## src/rtl/idelay_scan_ctrl.sv

```systemverilog
// idelay_scan_ctrl
//   Initiator side of the IDELAY delay_target/delay_ready handshake. On a start
//   request it sweeps delay_target across 0..TAP_MAX in SCAN_STEP increments. Each
//   point waits for delay_ready, settles, then dwells while collecting pattern
//   checker errors. The controller tracks the widest contiguous error-free window
//   and finally parks delay_target at that window's centre.
//
// Ports
//   clk160       in   fabric clock
//   rstb         in   asynchronous active-low reset
//   scan_start   in   1-cycle start request, ignored unless idle
//   delay_ready  in   IDELAY tap has reached delay_target
//   err_valid    in   qualifier for bit_err
//   bit_err      in   pattern mismatch this cycle
//   delay_target out  requested IDELAY tap (9 bits)
//   scan_busy    out  scan in progress
//   scan_done    out  1-cycle pulse at scan end
//   scan_fail    out  no passing point or handshake timeout (sticky until next start)
//   best_start   out  first tap of widest passing window (9 bits)
//   best_width   out  scan points in that window, 0 = none (7 bits)
//
// state      | meaning
// -----------+--------------------------------------------------------------
// S_IDLE     | waiting for scan_start
// S_SET      | drive delay_target with the current scan tap
// S_WAIT_RDY | wait for delay_ready (bounded by TIMEOUT)
// S_SETTLE   | SETTLE_CYC cycles, errors ignored
// S_DWELL    | 2**DWELL_LOG2 cycles accumulating qualified errors
// S_EVAL     | update run/best window, advance tap
// S_CENTER   | drive delay_target to the centre of the best window
// S_WAIT_FIN | wait for delay_ready on the final target (bounded by TIMEOUT)
// S_DONE     | scan_done pulse, back to idle

module idelay_scan_ctrl #(
  parameter int TAP_MAX    = 511,
  parameter int SCAN_STEP  = 8,
  parameter int SETTLE_CYC = 8,
  parameter int DWELL_LOG2 = 10,
  parameter int TIMEOUT    = 4096
) (
  input  logic       clk160,
  input  logic       rstb,
  input  logic       scan_start,
  input  logic       delay_ready,
  input  logic       err_valid,
  input  logic       bit_err,
  output logic [8:0] delay_target,
  output logic       scan_busy,
  output logic       scan_done,
  output logic       scan_fail,
  output logic [8:0] best_start,
  output logic [6:0] best_width
);

  localparam int TMO_W = $clog2(TIMEOUT + 1);
  localparam int STL_W = $clog2(SETTLE_CYC + 1);
  localparam int DW_W  = DWELL_LOG2 + 1;

  localparam logic [TMO_W-1:0] TMO_LOAD = TMO_W'(TIMEOUT - 1);
  localparam logic [STL_W-1:0] STL_LOAD = STL_W'(SETTLE_CYC - 1);
  localparam logic [DW_W-1:0]  DW_LOAD  = DW_W'((1 << DWELL_LOG2) - 1);

  typedef enum logic [3:0] {
    S_IDLE, S_SET, S_WAIT_RDY, S_SETTLE, S_DWELL, S_EVAL, S_CENTER, S_WAIT_FIN, S_DONE
  } state_t;

  state_t           state_q, state_d;
  logic [9:0]       tap_q, tap_d;
  logic [8:0]       run_start_q, run_start_d;
  logic [6:0]       run_len_q, run_len_d;
  logic [8:0]       best_start_q, best_start_d;
  logic [6:0]       best_width_q, best_width_d;
  logic [8:0]       delay_target_q, delay_target_d;
  logic             scan_busy_q, scan_busy_d;
  logic             scan_done_q, scan_done_d;
  logic             scan_fail_q, scan_fail_d;
  logic             tap_err_q, tap_err_d;
  logic [TMO_W-1:0] tmo_q, tmo_d;
  logic [STL_W-1:0] stl_q, stl_d;
  logic [DW_W-1:0]  dw_q, dw_d;

  // EVAL / CENTER helpers
  logic [9:0] tap_next;
  logic [6:0] run_len_inc;
  logic [8:0] run_start_new;
  logic [8:0] ctr_off;

  always_comb begin
    tap_next      = tap_q + 10'(SCAN_STEP);
    run_len_inc   = run_len_q + 7'd1;
    run_start_new = (run_len_q == 7'd0) ? tap_q[8:0] : run_start_q;
    // Offset of the window centre from its first tap, truncated toward the start.
    ctr_off       = 9'(((16'(best_width_q) - 16'd1) * 16'(SCAN_STEP)) >> 1);

    state_d        = state_q;
    tap_d          = tap_q;
    run_start_d    = run_start_q;
    run_len_d      = run_len_q;
    best_start_d   = best_start_q;
    best_width_d   = best_width_q;
    delay_target_d = delay_target_q;
    scan_busy_d    = scan_busy_q;
    scan_done_d    = 1'b0;
    scan_fail_d    = scan_fail_q;
    tap_err_d      = tap_err_q;
    tmo_d          = tmo_q;
    stl_d          = stl_q;
    dw_d           = dw_q;

    case (state_q)
      S_IDLE: begin
        if (scan_start) begin
          tap_d        = '0;
          run_start_d  = '0;
          run_len_d    = '0;
          best_start_d = '0;
          best_width_d = '0;
          scan_fail_d  = 1'b0;
          scan_busy_d  = 1'b1;
          state_d      = S_SET;
        end
      end
      S_SET: begin
        delay_target_d = tap_q[8:0];
        tap_err_d      = 1'b0;
        tmo_d          = TMO_LOAD;
        state_d        = S_WAIT_RDY;
      end
      S_WAIT_RDY, S_WAIT_FIN: begin
        if (delay_ready) begin
          if (state_q == S_WAIT_RDY) begin
            stl_d   = STL_LOAD;
            state_d = S_SETTLE;
          end else begin
            scan_busy_d = 1'b0;
            scan_done_d = 1'b1;
            state_d     = S_DONE;
          end
        end else if (tmo_q == '0) begin
          scan_fail_d = 1'b1;
          scan_busy_d = 1'b0;
          scan_done_d = 1'b1;
          state_d     = S_DONE;
        end else begin
          tmo_d = tmo_q - 1'b1;
        end
      end
      S_SETTLE: begin
        if (stl_q == '0) begin
          dw_d    = DW_LOAD;
          state_d = S_DWELL;
        end else begin
          stl_d = stl_q - 1'b1;
        end
      end
      S_DWELL: begin
        tap_err_d = tap_err_q | (err_valid & bit_err);
        if (dw_q == '0) state_d = S_EVAL;
        else            dw_d    = dw_q - 1'b1;
      end
      S_EVAL: begin
        if (!tap_err_q) begin
          run_start_d = run_start_new;
          run_len_d   = run_len_inc;
          // Strict compare: on a tie the earlier window is kept.
          if (run_len_inc > best_width_q) begin
            best_start_d = run_start_new;
            best_width_d = run_len_inc;
          end
        end else begin
          run_len_d = '0;
        end
        tap_d   = tap_next;
        state_d = (tap_next > 10'(TAP_MAX)) ? S_CENTER : S_SET;
      end
      S_CENTER: begin
        if (best_width_q == 7'd0) begin
          scan_fail_d    = 1'b1;
          delay_target_d = '0;
        end else begin
          delay_target_d = best_start_q + ctr_off;
        end
        tmo_d   = TMO_LOAD;
        state_d = S_WAIT_FIN;
      end
      S_DONE: begin
        state_d = S_IDLE;
      end
      default: state_d = S_IDLE;
    endcase
  end

  always_ff @(posedge clk160 or negedge rstb) begin
    if (!rstb) begin
      state_q        <= S_IDLE;
      tap_q          <= '0;
      run_start_q    <= '0;
      run_len_q      <= '0;
      best_start_q   <= '0;
      best_width_q   <= '0;
      delay_target_q <= '0;
      scan_busy_q    <= 1'b0;
      scan_done_q    <= 1'b0;
      scan_fail_q    <= 1'b0;
      tap_err_q      <= 1'b0;
      tmo_q          <= '0;
      stl_q          <= '0;
      dw_q           <= '0;
    end else begin
      state_q        <= state_d;
      tap_q          <= tap_d;
      run_start_q    <= run_start_d;
      run_len_q      <= run_len_d;
      best_start_q   <= best_start_d;
      best_width_q   <= best_width_d;
      delay_target_q <= delay_target_d;
      scan_busy_q    <= scan_busy_d;
      scan_done_q    <= scan_done_d;
      scan_fail_q    <= scan_fail_d;
      tap_err_q      <= tap_err_d;
      tmo_q          <= tmo_d;
      stl_q          <= stl_d;
      dw_q           <= dw_d;
    end
  end

  assign delay_target = delay_target_q;
  assign scan_busy    = scan_busy_q;
  assign scan_done    = scan_done_q;
  assign scan_fail    = scan_fail_q;
  assign best_start   = best_start_q;
  assign best_width   = best_width_q;

endmodule

```

## config.mk

```make
export PLATFORM = sky130hd
export DESIGN_NAME = idelay_scan_ctrl
export DESIGN_NICKNAME = d
export VERILOG_FILES = /design/src/rtl/idelay_scan_ctrl.sv
export SDC_FILE = /design/constraint.sdc
export NUM_CORES = 1
export LEC_CHECK = 0
export CAP_MARGIN = 20
export CORE_AREA = 8 8 112 114
export CTS_BUF_LIST = sky130_fd_sc_hd__clkbuf_4
export CTS_CLUSTER_SIZE = 12
export DETAILED_ROUTE_END_ITERATION = 12
export DIE_AREA = 0 0 120 122
export MAX_ROUTING_LAYER = met4
export RECOVER_POWER = 25
export SLEW_MARGIN = 20
export SYNTH_ARGS = -nofsm -noshare
export SYNTH_HDL_FRONTEND = slang
export SYNTH_SLANG_ARGS = --single-unit
```

## constraint.sdc

```tcl
create_clock -name clk160 -period 3.7 [get_ports clk160]
set_input_delay 1.11 -clock clk160 [delete_from_list [all_inputs] [get_ports clk160]]
set_output_delay 1.11 -clock clk160 [all_outputs]
set_load 0.01 [all_outputs]
```

==> results.txt <==
- The flow ran to the end, but the final reports show violations.
- Failing checks: max-capacitance violations, max-slew violations
- Crit path max fanout: 9
- The path class of the tightest hold or removal check is reg -> reg.
* TritonCTS clock tree: yes
* Portion of netlist area occupied by mux cells: 0.05032
* Worst path arrival time: 3.01 ns
- Synthesis inferred 84 register bits.
- Summed over all nets, the switching power comes to 0.001005 W.
- Clock-pin slew was measured on the worst setup and hold paths at 0.14 ns.
- Combinational family with the most area after synthesis: simple AND/OR/NAND/NOR gates
* Setup-violating endpoint count in the final report: 0
* Source-to-sink clock delay at the later pin of the worst-skew pair: 0.43 ns
- The core region is 0.01070 mm^2.
* Placed Instances: 663
- The first global-routing pass estimated 19,370 um of wire.
- The design draws 0.002562 W.
* Cts bufs inserted: 9
- Fraction of registers with async set or reset after synthesis: 1.000
* Part of the Yosys area used for sequential elements: 0.4426
* Synthesized-area fraction occupied by ao, oa, aoi and oai cells: 0.1739
* Net Count, Synth: 532
* Max-Cap Viols: 1
- The number of antenna diodes in the final layout is 0.
- Compared with the post-synthesis result, the final layout area differs by 12.25%.
- Yosys mapped the design onto 64 distinct sky130hd cell types.
* Fin area: 0.005331 mm^2
- The number of global-route vias before repair came to 3,738.
- The initial antenna violation count came to 0.
* Filler-free cell count of the finished design: 678
- The worst setup path is captured at a flip-flop.
* Clock root buffer: sky130_fd_sc_hd__clkbuf_4
* I/O pin total: 34
- Dividing the final minimum period by the clock period gives 0.7359.
* Arithmetic-cell share of the synthesized area counting full adders, half adders and majority gates: 0.06164
- Slew @ Worst Pin: 2.105 ns
* Post-layout min period: 2.723 ns
* Row cnt: 38
- Share of total power in combinational logic: 0.332
- Of the post-synthesis cell area, the dominant cell type holds 0.4426.
- Category of the most critical setup path: in -> reg
- Summing every instance area after synthesis gives 0.004750 mm^2.
- Largest voltage drop on the vdd net: 0.0001922 V
- The internal portion of the total power is 0.001557 W.
- First-pass DRT Iterations: 4
- The detail route stage leaves a number of antenna-violating nets equal to 0.
- Mean cell area of the mapped netlist: 9.424 um^2
- For the final routed database, the setup TNS stands at 0 ns.
- Initial detailed-routing violation count: 260
- Synth Instances: 504
- Dominant cells by area after synthesis: sky130_fd_sc_hd__dfrtp_1, sky130_fd_sc_hd__ha_1, sky130_fd_sc_hd__nand2_1, sky130_fd_sc_hd__mux2i_1, sky130_fd_sc_hd__o21ai_0
- Layout cell share with drive strength beyond 1: 0.06691
* Library cell occupying the most area in the post-synthesis netlist: sky130_fd_sc_hd__dfrtp_1
- Max-slew violation total from the final report: 85
- The final number of hold-violating endpoints came to 0.
* Switching power share of the total: 0.3923
- Seq. cell area: 0.002102 mm^2
* Number of enable-type register cells in the synthesized netlist: 0
- Maximum operating frequency: 0.3673 GHz
- Parity-gate share of the synthesized area counting xor and xnor cells: 0.04610
- In the routed design, unresolved DRC markers number 0.
- Of the total power, the clock network draws 0.184.
* Pwr per Cell Area: 480.5 mW/mm^2
- Area of combinational cells with multiple inputs: 0.002487 mm^2
- Die area: 0.01464 mm^2
* Most used flip-flop cell after synthesis: sky130_fd_sc_hd__dfrtp_1
- Of the total power, registers draw 0.484.
* Instance area after placement: 0.005224 mm^2
* Routed wirelength normalized by instance count: 17.34 um
* Max_slew headroom: -0.4034
* Final GP Congestion: 0.8253
* Leakage: 2.319 nW
* Clock Skews: 0.01666 ns
- Synth warn: 0
- Largest net degree at the start of global routing: 85
- Number of setup buffers added after CTS: 0
* Total clock sinks: 84
- PortBufs: 33
- Routed via count divided by cell count: 5.680
* Post_cts resized: 0
- Simple-Gate Fraction of Synth Area: 0.1886
- Fill count: 1,041
- For the worst setup path, the data required time is 3.99 ns.
* Number of nets in the final layout: 562
* Total via count in the routed design: 3,851
* Unrepaired setup endpoints after global routing: false
- Buffers from clock root to sink, at most: 2
- Horizontal die dimension: 120 um
- H-tree Lvls: 3
- The die is 122 um tall.
- Total routing usage reported by global routing: 0.1699
* HPWL after detailed placement: 8301 um
* Detailed Route WL: 11,760 um
- STA classifies the critical path startpoint as an input pin.
* Number of hold buffers added after cts: 0
- For this run the aggregate overflow at the end of global routing stands at 0.
- For this configuration, the core starts out at a cell density of 0.4440.
[cell usage in the layout, fill, tap and decap left out, types with 11 or more instances in the layout]
master and count:
sky130_fd_sc_hd__nor3_1 14, sky130_fd_sc_hd__clkdlybuf4s50_1 32, sky130_fd_sc_hd__dfrtp_1 84, sky130_fd_sc_hd__ha_1 21, sky130_fd_sc_hd__clkbuf_4 11, sky130_fd_sc_hd__nand2_1 63, sky130_fd_sc_hd__nand3_1 19, sky130_fd_sc_hd__xnor2_1 15
sky130_fd_sc_hd__mux2i_1 16, sky130_fd_sc_hd__inv_1 27, sky130_fd_sc_hd__a21oi_1 27, sky130_fd_sc_hd__nor2_1 34, sky130_fd_sc_hd__a22o_1 11, sky130_fd_sc_hd__o21ai_0 29
[power by group through the flow]
stage / Combinational, W / Clock (W) / Sequential [W]
floorplan: 0.000634 / 0 / 0.00118
global placement: 0.000834 / 0 / 0.00125
detailed placement: 0.000856 / 0 / 0.00126
CTS: 0.000859 / 0.000491 / 0.00124
global route: 0.000956 / 0.000523 / 0.00127
finish: 0.000850 / 0.000471 / 0.00124
[sequential cells by signal, indices dropped and copies added, names as in the netlist]
signal,cells
dw_q,11
tap_err_q,1
run_len_q,7
tap_q,7
state_q,4
best_start,9
stl_q,4
scan_done,1
delay_target,9
scan_busy,1
scan_fail,1
tmo_q,13
best_width,7
run_start_q,9
[metal layers]
layer | GRT usage | routed length [um] | vias up
met5 | - | 0 | -
met4 | 0.05777 | 180 | 0
met3 | 0.02175 | 344 | 12
met2 | 0.2693 | 5519 | 78
met1 | 0.2209 | 5710 | 1877
li1 | - | - | 1884
[critical path: stages]
cell and delay [ns]:
sky130_fd_sc_hd__clkdlybuf4s50_1 0.55, sky130_fd_sc_hd__nor3b_1 0.41, sky130_fd_sc_hd__o311ai_0 0.22, sky130_fd_sc_hd__a211oi_1 0.43, sky130_fd_sc_hd__and3_1 0.21, sky130_fd_sc_hd__o21ai_0 0.08
[cells in the mapped netlist, types with 2 or more instances]
| master | n |
|---|---|
| sky130_fd_sc_hd__o21ai_0 | 29 |
| sky130_fd_sc_hd__a31oi_1 | 10 |
| sky130_fd_sc_hd__nor3_1 | 14 |
| sky130_fd_sc_hd__o31ai_1 | 6 |
| sky130_fd_sc_hd__dfrtp_1 | 84 |
| sky130_fd_sc_hd__nand4_1 | 6 |
| sky130_fd_sc_hd__mux2i_1 | 16 |
| sky130_fd_sc_hd__o32ai_1 | 2 |
| sky130_fd_sc_hd__a211o_1 | 2 |
| sky130_fd_sc_hd__a211oi_1 | 6 |
| sky130_fd_sc_hd__clkbuf_1 | 12 |
| sky130_fd_sc_hd__nand2_1 | 63 |
| sky130_fd_sc_hd__nor3b_1 | 6 |
| sky130_fd_sc_hd__a2111oi_0 | 3 |
| sky130_fd_sc_hd__nand3_1 | 19 |
| sky130_fd_sc_hd__and3_1 | 5 |
| sky130_fd_sc_hd__nand3b_1 | 4 |
| sky130_fd_sc_hd__and2_0 | 2 |
| sky130_fd_sc_hd__mux2_2 | 7 |
| sky130_fd_sc_hd__and2_1 | 7 |
| sky130_fd_sc_hd__buf_2 | 5 |
| sky130_fd_sc_hd__a21o_1 | 3 |
| sky130_fd_sc_hd__a21oi_1 | 27 |
| sky130_fd_sc_hd__nor2b_1 | 4 |
| sky130_fd_sc_hd__o22a_1 | 3 |
| sky130_fd_sc_hd__o211ai_1 | 3 |
| sky130_fd_sc_hd__inv_1 | 27 |
| sky130_fd_sc_hd__ha_1 | 21 |
| sky130_fd_sc_hd__xnor2_1 | 15 |
| sky130_fd_sc_hd__nand2b_1 | 3 |
| sky130_fd_sc_hd__nor2_1 | 34 |
| sky130_fd_sc_hd__or4_1 | 3 |
| sky130_fd_sc_hd__a221o_1 | 2 |
| sky130_fd_sc_hd__xor2_1 | 10 |
| sky130_fd_sc_hd__a22o_1 | 11 |
| sky130_fd_sc_hd__nor4_1 | 2 |
[area by class of cell]
type,count,area share
repair buffers,37,0.06665
inverters,27,0.01901
flip-flops and latches,84,0.3943
clock buffers,11,0.01549
clock inverters,4,0.005163
well taps,140,0.03286
multi-input cells,375,0.4666
[final timing paths]
kind,from,to,slack (ns),cells past startpoint
setup reg to reg,dw_q[0]$_DFFE_PN0P_,state_q[1]$_DFFE_PN0P_,1.06,7
min in group asynchronous,rstb,dw_q[3]$_DFFE_PN0P_,1.29,1
hold / removal,dw_q[8]$_DFFE_PN0P_,dw_q[8]$_DFFE_PN0P_,0.50,1
setup / recovery,delay_ready,tmo_q[10]$_DFFE_PN0P_,0.98,6
hold reg to reg,dw_q[8]$_DFFE_PN0P_,dw_q[8]$_DFFE_PN0P_,0.50,1
max in group asynchronous,rstb,state_q[2]$_DFFE_PN0P_,1.20,1
[stage by stage]
stage               hold slack (ns)  setup slack [ns]    util
finish                       0.5006            0.9773  0.4984
global route                 0.5108            0.7537  0.4984
global placement             0.4701            0.5937  0.4883
detailed placement           0.4749            0.5271  0.4883
CTS                          0.5023             1.003  0.4986
floorplan                    0.4530             1.026       -
[cell families (layout without fill, tap and decap cells)]
logic type,count (synthesis),after routing
compound gates,123,123
xor+xnor,25,25
fa+ha+maj,23,23
buf+inv,45,79
flops,84,84
mux,23,23
simple gates,181,181
(Power assumes the default switching activity.)
